`src/rtl/alu_share_arbiter_pkg.sv`:
```
// Shared types for the ALU sharing arbiter: ALU control codes, request and
// response records, and the branch-class decode.
package alu_share_arbiter_pkg;

  typedef enum logic [4:0] {
    ALU_ADD   = 5'h00,
    ALU_SUB   = 5'h01,
    ALU_XOR   = 5'h02,
    ALU_OR    = 5'h03,
    ALU_AND   = 5'h04,
    ALU_SLL   = 5'h05,
    ALU_SRL   = 5'h06,
    ALU_SRA   = 5'h07,
    ALU_SLT   = 5'h08,
    ALU_SLTU  = 5'h09,
    ALU_BEQ   = 5'h0A,
    ALU_BNE   = 5'h0B,
    ALU_BLT   = 5'h0C,
    ALU_BGE   = 5'h0D,
    ALU_BLTU  = 5'h0E,
    ALU_BGEU  = 5'h0F,
    ALU_LUI   = 5'h10,
    ALU_AUIPC = 5'h11,
    ALU_JAL   = 5'h12,
    ALU_JALR  = 5'h13
  } alu_op_e;

  typedef struct packed {
    logic [31:0] op1;
    logic [31:0] op2;
    logic [4:0]  ctrl;
    logic [31:0] pc;
  } alu_req_t;

  typedef struct packed {
    logic        id;
    logic [31:0] result;
    logic        redirect;
    logic [31:0] target;
  } alu_resp_t;

  function automatic logic is_branch(input logic [4:0] ctrl);
    return (ctrl >= ALU_BEQ) && (ctrl <= ALU_BGEU);
  endfunction

endpackage

```
`src/rtl/alu_share_arbiter_rr_arb2.sv`:
```
// Two-way round-robin grant; the pointer names the requester preferred when
// both are valid and flips to the other side after every accepted transfer.
module rr_arb2 (
  input  logic       clk,
  input  logic       rst,
  input  logic [1:0] valid,
  input  logic       advance,
  input  logic       advance_id,
  output logic [1:0] grant
);

  logic ptr_reg;

  always_ff @(posedge clk or posedge rst) begin
    if (rst) begin
      ptr_reg <= 1'b0;
    end else if (advance) begin
      ptr_reg <= ~advance_id;
    end
  end

  always_comb begin
    grant = 2'b00;
    case (valid)
      2'b01:   grant = 2'b01;
      2'b10:   grant = 2'b10;
      2'b11:   grant = ptr_reg ? 2'b10 : 2'b01;
      default: grant = 2'b00;
    endcase
  end

endmodule

```
`src/rtl/alu_share_arbiter.sv`:
```
// Shares one combinational ALU between the EX stage (id 0) and the address
// unit (id 1), registering the ALU outcome into a single tagged response slot.
module alu_share_arbiter
  import alu_share_arbiter_pkg::*;
#(
  parameter int CNT_W = 16
) (
  input  logic             clk,
  input  logic             rst,
  input  logic [1:0]       req_valid,
  output logic [1:0]       req_ready,
  input  logic [1:0][31:0] req_op1,
  input  logic [1:0][31:0] req_op2,
  input  logic [1:0][4:0]  req_ctrl,
  input  logic [1:0][31:0] req_pc,
  output logic [31:0]      alu_op1,
  output logic [31:0]      alu_op2,
  output logic [31:0]      alu_pc,
  output logic [4:0]       alu_ctrl,
  input  logic [31:0]      alu_result,
  input  logic             alu_branch_taken,
  input  logic             alu_jal_jump,
  input  logic             alu_jalr_jump,
  input  logic [31:0]      alu_branch_target,
  input  logic [31:0]      alu_jal_target,
  input  logic [31:0]      alu_jalr_target,
  output logic             resp_valid,
  input  logic             resp_ready,
  output logic             resp_id,
  output logic [31:0]      resp_result,
  output logic             resp_redirect,
  output logic [31:0]      resp_target,
  output logic [CNT_W-1:0] grant_cnt0,
  output logic [CNT_W-1:0] grant_cnt1
);

  alu_req_t   req [2];
  alu_req_t   sel_req;
  alu_resp_t  resp_reg;
  alu_resp_t  resp_next;
  logic       resp_valid_reg;
  logic [1:0] grant;
  logic [1:0] take;
  logic       accept_ok;
  logic       xfer;
  logic       xfer_id;

  for (genvar gi = 0; gi < 2; gi++) begin : g_req
    assign req[gi].op1  = req_op1[gi];
    assign req[gi].op2  = req_op2[gi];
    assign req[gi].ctrl = req_ctrl[gi];
    assign req[gi].pc   = req_pc[gi];
  end

  rr_arb2 u_arb (
    .clk        (clk),
    .rst        (rst),
    .valid      (req_valid),
    .advance    (xfer),
    .advance_id (xfer_id),
    .grant      (grant)
  );

  // The slot can take a new result if it is empty or being drained this cycle.
  assign accept_ok = ~resp_valid_reg | resp_ready;
  assign req_ready = rst ? 2'b00 : (grant & {2{accept_ok}});
  assign take      = req_valid & req_ready;
  assign xfer      = |take;
  assign xfer_id   = take[1];

  // With no grant the mux falls back to requester 0.
  assign sel_req  = grant[1] ? req[1] : req[0];
  assign alu_op1  = sel_req.op1;
  assign alu_op2  = sel_req.op2;
  assign alu_pc   = sel_req.pc;
  assign alu_ctrl = sel_req.ctrl;

  always_comb begin
    resp_next          = '0;
    resp_next.id       = xfer_id;
    resp_next.result   = alu_result;
    resp_next.redirect = alu_branch_taken | alu_jal_jump | alu_jalr_jump;
    if (is_branch(sel_req.ctrl)) begin
      resp_next.target = alu_branch_target;
    end else if (sel_req.ctrl == ALU_JAL) begin
      resp_next.target = alu_jal_target;
    end else if (sel_req.ctrl == ALU_JALR) begin
      resp_next.target = alu_jalr_target;
    end
  end

  always_ff @(posedge clk or posedge rst) begin
    if (rst) begin
      resp_valid_reg <= 1'b0;
      resp_reg       <= '0;
    end else if (xfer) begin
      resp_valid_reg <= 1'b1;
      resp_reg       <= resp_next;
    end else if (resp_ready) begin
      resp_valid_reg <= 1'b0;
    end
  end

  assign resp_valid    = resp_valid_reg;
  assign resp_id       = resp_reg.id;
  assign resp_result   = resp_reg.result;
  assign resp_redirect = resp_reg.redirect;
  assign resp_target   = resp_reg.target;

  for (genvar gi = 0; gi < 2; gi++) begin : g_cnt
    logic [CNT_W-1:0] cnt_reg;

    always_ff @(posedge clk or posedge rst) begin
      if (rst) begin
        cnt_reg <= '0;
      end else if (take[gi] && (cnt_reg != '1)) begin
        cnt_reg <= cnt_reg + CNT_W'(1);
      end
    end
  end

  assign grant_cnt0 = g_cnt[0].cnt_reg;
  assign grant_cnt1 = g_cnt[1].cnt_reg;

endmodule

```
`config.mk`:
```
export PLATFORM = sky130hd
export DESIGN_NAME = alu_share_arbiter
export DESIGN_NICKNAME = d
export VERILOG_FILES = /design/src/rtl/alu_share_arbiter_pkg.sv /design/src/rtl/alu_share_arbiter_rr_arb2.sv /design/src/rtl/alu_share_arbiter.sv
export SDC_FILE = /design/constraint.sdc
export NUM_CORES = 1
export LEC_CHECK = 0
export ABC_CLOCK_PERIOD_IN_PS = 4400
export CAP_MARGIN = 0
export CORE_AREA = 2 2 210 212
export DETAILED_ROUTE_END_ITERATION = 12
export DIE_AREA = 0 0 212 214
export RECOVER_POWER = 25
export REMOVE_ABC_BUFFERS = 1
export SYNTH_ARGS = -nofsm -noshare
export SYNTH_HDL_FRONTEND = slang
export SYNTH_SLANG_ARGS = --single-unit
export TNS_END_PERCENT = 10
```
`constraint.sdc`:
```
create_clock -name clk -period 4.4 [get_ports clk]
set_clock_uncertainty 0.15 [all_clocks]
set_input_delay 0.66 -clock clk [delete_from_list [all_inputs] [get_ports clk]]
set_output_delay 0.66 -clock clk [all_outputs]
set_load 0.05 [all_outputs]
```
==> results of run 1 <==
==> worst max-delay path by stage <==
stage | start | to | slack (ps) | cells past startpoint
floorplan | rst | req_ready[1] | -340 | 3
global placement | req_valid[0] | alu_op2[30] | 500 | 6
detailed placement | req_valid[0] | alu_op2[12] | 460 | 6
CTS | req_valid[0] | alu_op2[12] | 440 | 6
global route | req_valid[0] | alu_op2[14] | 360 | 6
finish | req_valid[0] | alu_op2[12] | 440 | 6
==> per-stage QoR <==
| step | worst slack (ps) | instances | util (%) | cell area (um^2) | power (mW) |
|---|---|---|---|---|---|
| global placement | 502 | 1799 | 29.8 | 12800 | 3.85 |
| global route | 361 | 1819 | 30.5 | 13100 | 4.86 |
| floorplan | -338 | 655 | - | 6440 | 2.72 |
| CTS | 442 | 1815 | 30.5 | 13100 | 4.72 |
| finish | 438 | 1819 | 30.5 | 13100 | 4.66 |
| detailed placement | 457 | 1799 | 29.8 | 12800 | 3.87 |
==> logic make-up (layout without fill, tap and decap cells) <==
| group | count (synthesis) | after routing | synth area share (%) |
|---|---|---|---|
| other cells | 0 | 4 | 0 |
| flops | 100 | 100 | 37.4 |
| simple gates | 238 | 238 | 16.6 |
| mux | 137 | 137 | 22.4 |
| compound gates | 144 | 144 | 15.6 |
| fa+ha+maj | 2 | 2 | 0.374 |
| buf+inv | 60 | 583 | 4.30 |
| xor+xnor | 26 | 26 | 3.40 |
==> metal layers <==
layer,vias up,GRT usage [%]
li1,3588,-
met2,383,37.6
met1,3809,20.9
met5,-,0
met3,49,5.48
met4,2,5.70
==> layout make-up <==
class	instances	area share (%)
repair buffers	559	42.6
clock buffers	9	1.72
well taps	585	5.60
clock inverters	7	0.517
diodes	4	0.0765
multi-input cells	547	30.2
inverters	8	0.239
flip-flops and latches	100	19.1
==> synth_stat cells, drive strengths merged <==
| master | count | area, um^2 |
|---|---|---|
| nand2 | 114 | 430 |
| mux2 | 105 | 1180 |
| dfrtp | 100 | 2500 |
| nor2 | 39 | 146 |
| nor3 | 39 | 220 |
| o21ai | 39 | 195 |
| a21oi | 36 | 184 |
| buf | 36 | 198 |
| mux2i | 32 | 320 |
| a22oi | 31 | 233 |
| a211oi | 30 | 365 |
| xnor2 | 22 | 193 |
| nand4 | 18 | 119 |
| clkbuf | 16 | 60.1 |
| nand3 | 10 | 50.1 |
| inv | 8 | 30.0 |
| nand2b | 5 | 38.8 |
| xor2 | 4 | 35.0 |
| and2 | 3 | 18.8 |
| a31oi | 2 | 12.5 |
| and2b | 2 | 15.0 |
| ha | 2 | 25.0 |
| nor2b | 2 | 12.5 |
| nor4 | 2 | 25.0 |
| a211o | 1 | 8.76 |
| a221oi | 1 | 8.76 |
| a41oi | 1 | 8.76 |
| and3 | 1 | 6.26 |
| and4 | 1 | 8.76 |
| nand4bb | 1 | 11.3 |
| o22ai | 1 | 6.26 |
| o311a | 1 | 10.0 |
| o41a | 1 | 11.3 |
| or3 | 1 | 6.26 |
==> worst max-delay path: cells and delay by family <==
family                 cells  cell delay (ps)
buffers and inverters      3             1630
muxes                      1              380
and+or+nand+nor            2              420
==> power by group <==
part | total (mW) | leakage, nW | internal (mW) | switching [mW]
registers | 1.22 | 1.23 | 1.08 | 0.137
clock network | 0.825 | 0.140 | 0.397 | 0.427
logic | 2.61 | 3.80 | 1.01 | 1.59
==> impl_results.rst, run 1 <==
.. list-table::
   :header-rows: 1

   * - Metric
     - Value
   * - Result of the run
     - finished with violations
   * - Violated checks
     - capacitance limit, slew limit
   * - Die area
     - 45,400 um^2
   * - Via/cell ratio
     - between 4 and 5
   * - Crit path top cell by count
     - clkdlybuf4s50_1
   * - Post-DP HPWL
     - 37,700 um
   * - Root Buffer
     - clkbuf_16
   * - RR Startpoint
     - u_arb.ptr_reg
   * - Slew margin rel.
     - -71.7%
   * - Total routing usage reported by global routing
     - between 10% and 20%
   * - Gp weighted congestion
     - approximately 0.91
   * - Fin nets
     - around 1,600
   * - FILL cells
     - roughly 4,400
   * - Effective utilization at floorplan
     - roughly 16%
   * - Most common cell after layout, fill and taps aside
     - clkdlybuf4s50_1
   * - Post-Synthesis Mean Instance Area
     - around 9.5 um^2
   * - Number of port buffers
     - between 500 and 600
   * - Wirelength per Cell
     - approximately 25 um
   * - Setup slack on the worst flop-to-flop path
     - approximately 1800 ps
   * - Hold-fix buffers at CTS
     - 0
   * - Worst reg2reg path depth
     - 5
   * - Data required time at the worst endpoint
     - between 3000 and 4000 ps
   * - Worst EP arrival
     - roughly 3200 ps
   * - Capture point of the worst reg-to-reg path
     - resp_target[8]
   * - Routed wire length
     - 45,800 um
   * - Standby leakage power
     - between 5 and 6 nW
   * - CTS max path bufs
     - 2
   * - Destination of the worst hold path
     - resp_result[20]
   * - Highest cell delay on the worst timing path
     - ~700 ps
   * - Achievable Freq
     - 252 MHz
   * - Critical path launch point type
     - input port
   * - Clock edge transition at the registers on the reported setup and hold paths
     - 70 ps
   * - Clock tree from TritonCTS
     - yes
   * - Number of global-route vias before repair
     - 8,022
   * - Storage cell area
     - approximately 2500 um^2
   * - Clock latency on the worst-skew pair
     - between 300 and 400 ps
   * - Power density over the cells
     - between 300 and 400 nW/um^2
   * - Number of hold-slack violations in the final timing report
     - 0
   * - Number of remaining DRC errors
     - 0
   * - Starting DRT DRC Count
     - ~380
   * - Number of clock sinks
     - 100
   * - Setup Fix Bufs, Post-CTS
     - 0
   * - Cell row count
     - 76
   * - Final Hold Slack
     - 324 ps
   * - RSZ-0062 raised after global routing
     - no
   * - Global-route wire length before repair
     - about 62,000 um
   * - Transition time of the tightest slew-check pin
     - 2580 ps
   * - Max-capacitance violation count
     - 2
   * - Final clock period utilization by the worst path
     - approximately 90%
   * - Metal3 WL
     - 3390 um
   * - Worst min-delay path category
     - reg2reg
   * - Detailed-routing iteration count for the pre-antenna-repair pass
     - 5
   * - Worst hold path startpoint
     - resp_result[20]
   * - Number of library cell types mapped by synthesis
     - 45
   * - Worst hold path stage count
     - 2
   * - Number of cells upsized or downsized after cts
     - 0
   * - H-tree levels
     - 3
   * - Detailed-routing wirelength on met1
     - 16,600 um
   * - Setup violators final
     - 0
   * - Crit-path max FO
     - just over 40
   * - Crit-path slowest cell
     - clkdlybuf4s50_1
   * - Most frequent cells in the layout
     - 485 x clkdlybuf4s50_1, 113 x nand2_1, 104 x mux2_2, 100 x dfrtp_1, 57 x buf_4
   * - Area taken by multi-input logic gates
     - around 4000 um^2
   * - Yosys warnings
     - 0
   * - Max VDD drop
     - around 0.18 mV
   * - Vias post-DR
     - 7,831
   * - Area overhead of the layout relative to synthesis
     - 95.3%
   * - Crit end category
     - primary output
   * - Number of top-level pins
     - 540
   * - Worst setup path class
     - in2out
   * - Synth Cell Area
     - roughly 6700 um^2
   * - Total CTS buffers
     - 9
   * - Top Layer Used
     - met5
   * - Core outline area
     - roughly 43,000 um^2
   * - Global route total overflow
     - 0
   * - Sequence of cells on the critical path
     - clkdlybuf4s50_1, nand2b_4, nand2_4, buf_12, mux2_2, clkdlybuf4s50_1
   * - Remaining antenna violation count
     - 0
   * - Pin count of the biggest net entering global routing
     - between 60 and 70
   * - Number of synthesized register bits
     - 100
   * - Syn Inst Count
     - a little over 700
   * - Total negative slack
     - 0 ps
   * - Share of layout cells above drive strength 1
     - between 10% and 20%
   * - Share of synthesized area occupied by flip-flops and latches
     - around 37%
   * - Min Tclk post-route
     - 3960 ps
   * - DR WL met2
     - 24,600 um
   * - Vertical extent of the die
     - 214 um
   * - Horizontal die dimension
     - 212 um
   * - Initial antenna violation count
     - 11
   * - Number of pins with negative max-slew slack in the final report
     - 102
(Power assumes the default switching activity.)
==> run 2, diff against run 1 <==
--- a/config.mk
+++ b/config.mk
@@ -10,6 +10,7 @@
 export CORE_AREA = 2 2 210 212
 export DETAILED_ROUTE_END_ITERATION = 12
 export DIE_AREA = 0 0 212 214
+export GPL_ROUTABILITY_DRIVEN = 1
 export RECOVER_POWER = 25
 export REMOVE_ABC_BUFFERS = 1
 export SYNTH_ARGS = -nofsm -noshare
==> results of run 2 <==
Same layout as run 1: the final DEF is identical, and so are final timing and power.
==> run 3, diff against run 2 <==
--- a/config.mk
+++ b/config.mk
@@ -7,12 +7,11 @@
 export LEC_CHECK = 0
 export ABC_CLOCK_PERIOD_IN_PS = 4400
 export CAP_MARGIN = 0
-export CORE_AREA = 2 2 210 212
+export CORE_AREA = 3 3 211 213
 export DETAILED_ROUTE_END_ITERATION = 12
-export DIE_AREA = 0 0 212 214
+export DIE_AREA = 0 0 214 216
 export GPL_ROUTABILITY_DRIVEN = 1
 export RECOVER_POWER = 25
-export REMOVE_ABC_BUFFERS = 1
 export SYNTH_ARGS = -nofsm -noshare
 export SYNTH_HDL_FRONTEND = slang
 export SYNTH_SLANG_ARGS = --single-unit
==> run 3 against run 2 <==
  * Setup slack better by 11 ps
  * Die area grew 1.9%
  * Via count down 1.5%
  * First-iteration DRC count fell by 25%
  * Maximum frequency grew 0.28%
  * Sequential share of layout area hardly changed
  * Flip-flop and latch count unchanged
  * The flow still finishes with violations (capacitance limit, slew limit)
  * Worst hold slack improved by 1.6 ps
  * Utilization about the same
  * Global-route usage down 4.1 points
  * Routed wire length decreased by 17%
  * Clock power grew 4.8%
==> impl_results.rst, run 3 (synthesis gave the netlist of run 1 again) <==
.. list-table::
   :header-rows: 1

   * - Metric
     - Value
   * - Result of the run
     - finished with violations
   * - Violated checks
     - capacitance limit, slew limit
   * - Min Tclk post-route
     - just under 4000 ps
   * - FILL cells
     - about 4,400
   * - Via/cell ratio
     - approximately 4.2
   * - Highest cell delay on the worst timing path
     - between 700 and 800 ps
   * - Number of pins with negative max-slew slack in the final report
     - roughly 100
   * - Worst Setup SP
     - req_valid[0]
   * - Sequence of cells on the critical path
     - clkdlybuf4s50_1, nand2b_4, nand2_4, buf_12, mux2_2, clkdlybuf4s50_1
   * - Clock tree from TritonCTS
     - yes
   * - Vertical extent of the die
     - around 220 um
   * - Slew margin rel.
     - -68.2%
   * - Global route total overflow
     - 0
   * - Crit-path slowest cell
     - clkdlybuf4s50_1
   * - Number of cells in the finished layout apart from fillers
     - 1,825
   * - Crit end category
     - primary output
   * - Worst hold path startpoint
     - resp_result[12]
   * - Clock edge transition at the registers on the reported setup and hold paths
     - 70 ps
   * - Setup slack on the worst flop-to-flop path
     - ~2000 ps
   * - Achievable Freq
     - between 200 and 300 MHz
   * - Transition time of the tightest slew-check pin
     - between 2000 and 3000 ps
   * - Data required time at the worst endpoint
     - around 3600 ps
   * - Die area
     - ~46,000 um^2
   * - Hold-fix buffers at CTS
     - 0
   * - Total routing usage reported by global routing
     - 15.6%
   * - Final clock period utilization by the worst path
     - about nine tenths
   * - Max VDD drop
     - 0.273 mV
   * - Number of cells upsized or downsized after cts
     - 0
   * - Number of remaining DRC errors
     - 0
   * - Setup Fix Bufs, Post-CTS
     - 0
   * - Total negative slack
     - 0 ps
   * - Clock latency on the worst-skew pair
     - about 370 ps
   * - Number of clock sinks
     - 100
   * - Number of global-route vias before repair
     - roughly 7,900
   * - Fin nets
     - 1,568
   * - Cell row count
     - 76
   * - Crit-path max FO
     - 37
   * - Sum of buffers and inverters on the critical path
     - 3
   * - Number of port buffers
     - 539
   * - RSZ-0062 raised after global routing
     - no
   * - Storage cell area
     - between 2000 and 3000 um^2
   * - Most common cell after layout, fill and taps aside
     - clkdlybuf4s50_1
   * - Power density over the cells
     - ~360 nW/um^2
   * - Remaining antenna violation count
     - 0
   * - Routed wire length
     - 37,800 um
   * - Worst setup slack before clock tree synthesis
     - about 400 ps
   * - RR Startpoint
     - u_arb.ptr_reg
   * - Initial antenna violation count
     - 14
   * - CTS max path bufs
     - 2
   * - Worst reg2reg path depth
     - 7
   * - Wirelength per Cell
     - around 21 um
   * - Horizontal die dimension
     - between 200 and 250 um
   * - Root Buffer
     - clkbuf_16
   * - Area taken by multi-input logic gates
     - 3930 um^2
   * - Standard cell area after detailed placement
     - between 10,000 and 15,000 um^2
   * - Standby leakage power
     - just over 5 nW
   * - Worst EP arrival
     - 3140 ps
   * - Post-DP HPWL
     - around 30,000 um
   * - Destination of the worst hold path
     - resp_result[12]
   * - Core outline area
     - between 40,000 and 50,000 um^2
   * - Starting DRT DRC Count
     - roughly 290
   * - Vias post-DR
     - around 7,700
   * - Setup slack of the critical path after layout
     - between 400 and 500 ps
   * - Final Cell Area
     - around 13,000 um^2
   * - Pin count of the biggest net entering global routing
     - 60
   * - Max-capacitance violation count
     - 2
   * - H-tree levels
     - 3
   * - Setup violators final
     - 0
   * - Crit path top cell by count
     - clkdlybuf4s50_1
   * - Global-route wire length before repair
     - 54,300 um
   * - Worst min-delay path category
     - reg2reg
   * - Cell family with most CP delay
     - buffers and inverters
   * - Share of layout cells above drive strength 1
     - 16.8%
   * - Detailed-routing iteration count for the pre-antenna-repair pass
     - 4
   * - Most frequent cells in the layout
     - 515 x clkdlybuf4s50_1, 113 x nand2_1, 104 x mux2_2, 100 x dfrtp_1, 40 x buf_4
   * - Number of hold-slack violations in the final timing report
     - 0
   * - Gp weighted congestion
     - 0.910
   * - Worst setup path class
     - in2out
   * - Critical path launch point type
     - input port
   * - Total CTS buffers
     - 9
   * - Area overhead of the layout relative to synthesis
     - 95.1%
   * - Synthesized net count
     - ~1,000
   * - Worst hold path stage count
     - 2
   * - Number of top-level pins
     - 540
   * - Effective utilization at floorplan
     - roughly 16%
   * - Capture point of the worst reg-to-reg path
     - resp_target[10]
   * - Number of cells after detailed placement
     - between 1,500 and 2,000
==> run 3: cell count changes in the layout (fill, tap and decap cells not counted), sizes merged <==
cell	previous run	this run
buf	71	44
clkdlybuf4s50	485	515
clkinv	3	4
clkinvlp	2	1
diode	4	7
==> run 3: cell type report <==
type                       count  share of cell area [%]
timing repair buffer         562                    42.4
multi-input combinational    547                    30.1
sequential                   100                    19.1
tap                          585                    5.60
clock buffer                   9                    1.72
clock inverter                 7                   0.680
inverter                       8                   0.239
antenna                        7                   0.134
==> run 3: per-stage QoR <==
| stage | total power [mW] | utilization [%] | hold WS [ps] |
|---|---|---|---|
| floorplan | 2.74 | - | 331 |
| global placement | 3.79 | 29.7 | 308 |
| detailed placement | 3.81 | 29.7 | 313 |
| CTS | 4.72 | 30.5 | 331 |
| global route | 4.87 | 30.5 | 352 |
| finish | 4.65 | 30.5 | 325 |
==> run 3: worst max-delay path by stage <==
stage / cells after the start / end / slack [ps]
detailed placement: 6 / alu_op2[17] / 400
finish: 6 / alu_op1[13] / 450
floorplan: 3 / req_ready[1] / 560
CTS: 6 / alu_op2[17] / 400
global route: 6 / alu_op1[23] / 300
global placement: 6 / alu_op2[17] / 450
==> run 3: report_power, final <==
| part | internal (mW) | switching, mW |
|---|---|---|
| sequential | 1.08 | 0.147 |
| clock | 0.411 | 0.454 |
| combinational | 1.00 | 1.55 |
| total | 2.50 | 2.15 |
==> run 3: worst reg2reg max path, delay by kind of cell (launching register included) <==
kind                   cells  cell delay (ps)
buffers and inverters      2              510
DFF                        1              390
AOI/OAI and AO/OA          2              430
and+or+nand+nor            3              760
==> run 3: per-layer routing <==
metal / global-route usage (%) / wire length [um]
met5: 0 / 66
met4: 4.93 / 947
met3: 6.32 / 3460
met2: 25.4 / 17700
met1: 18.9 / 15600
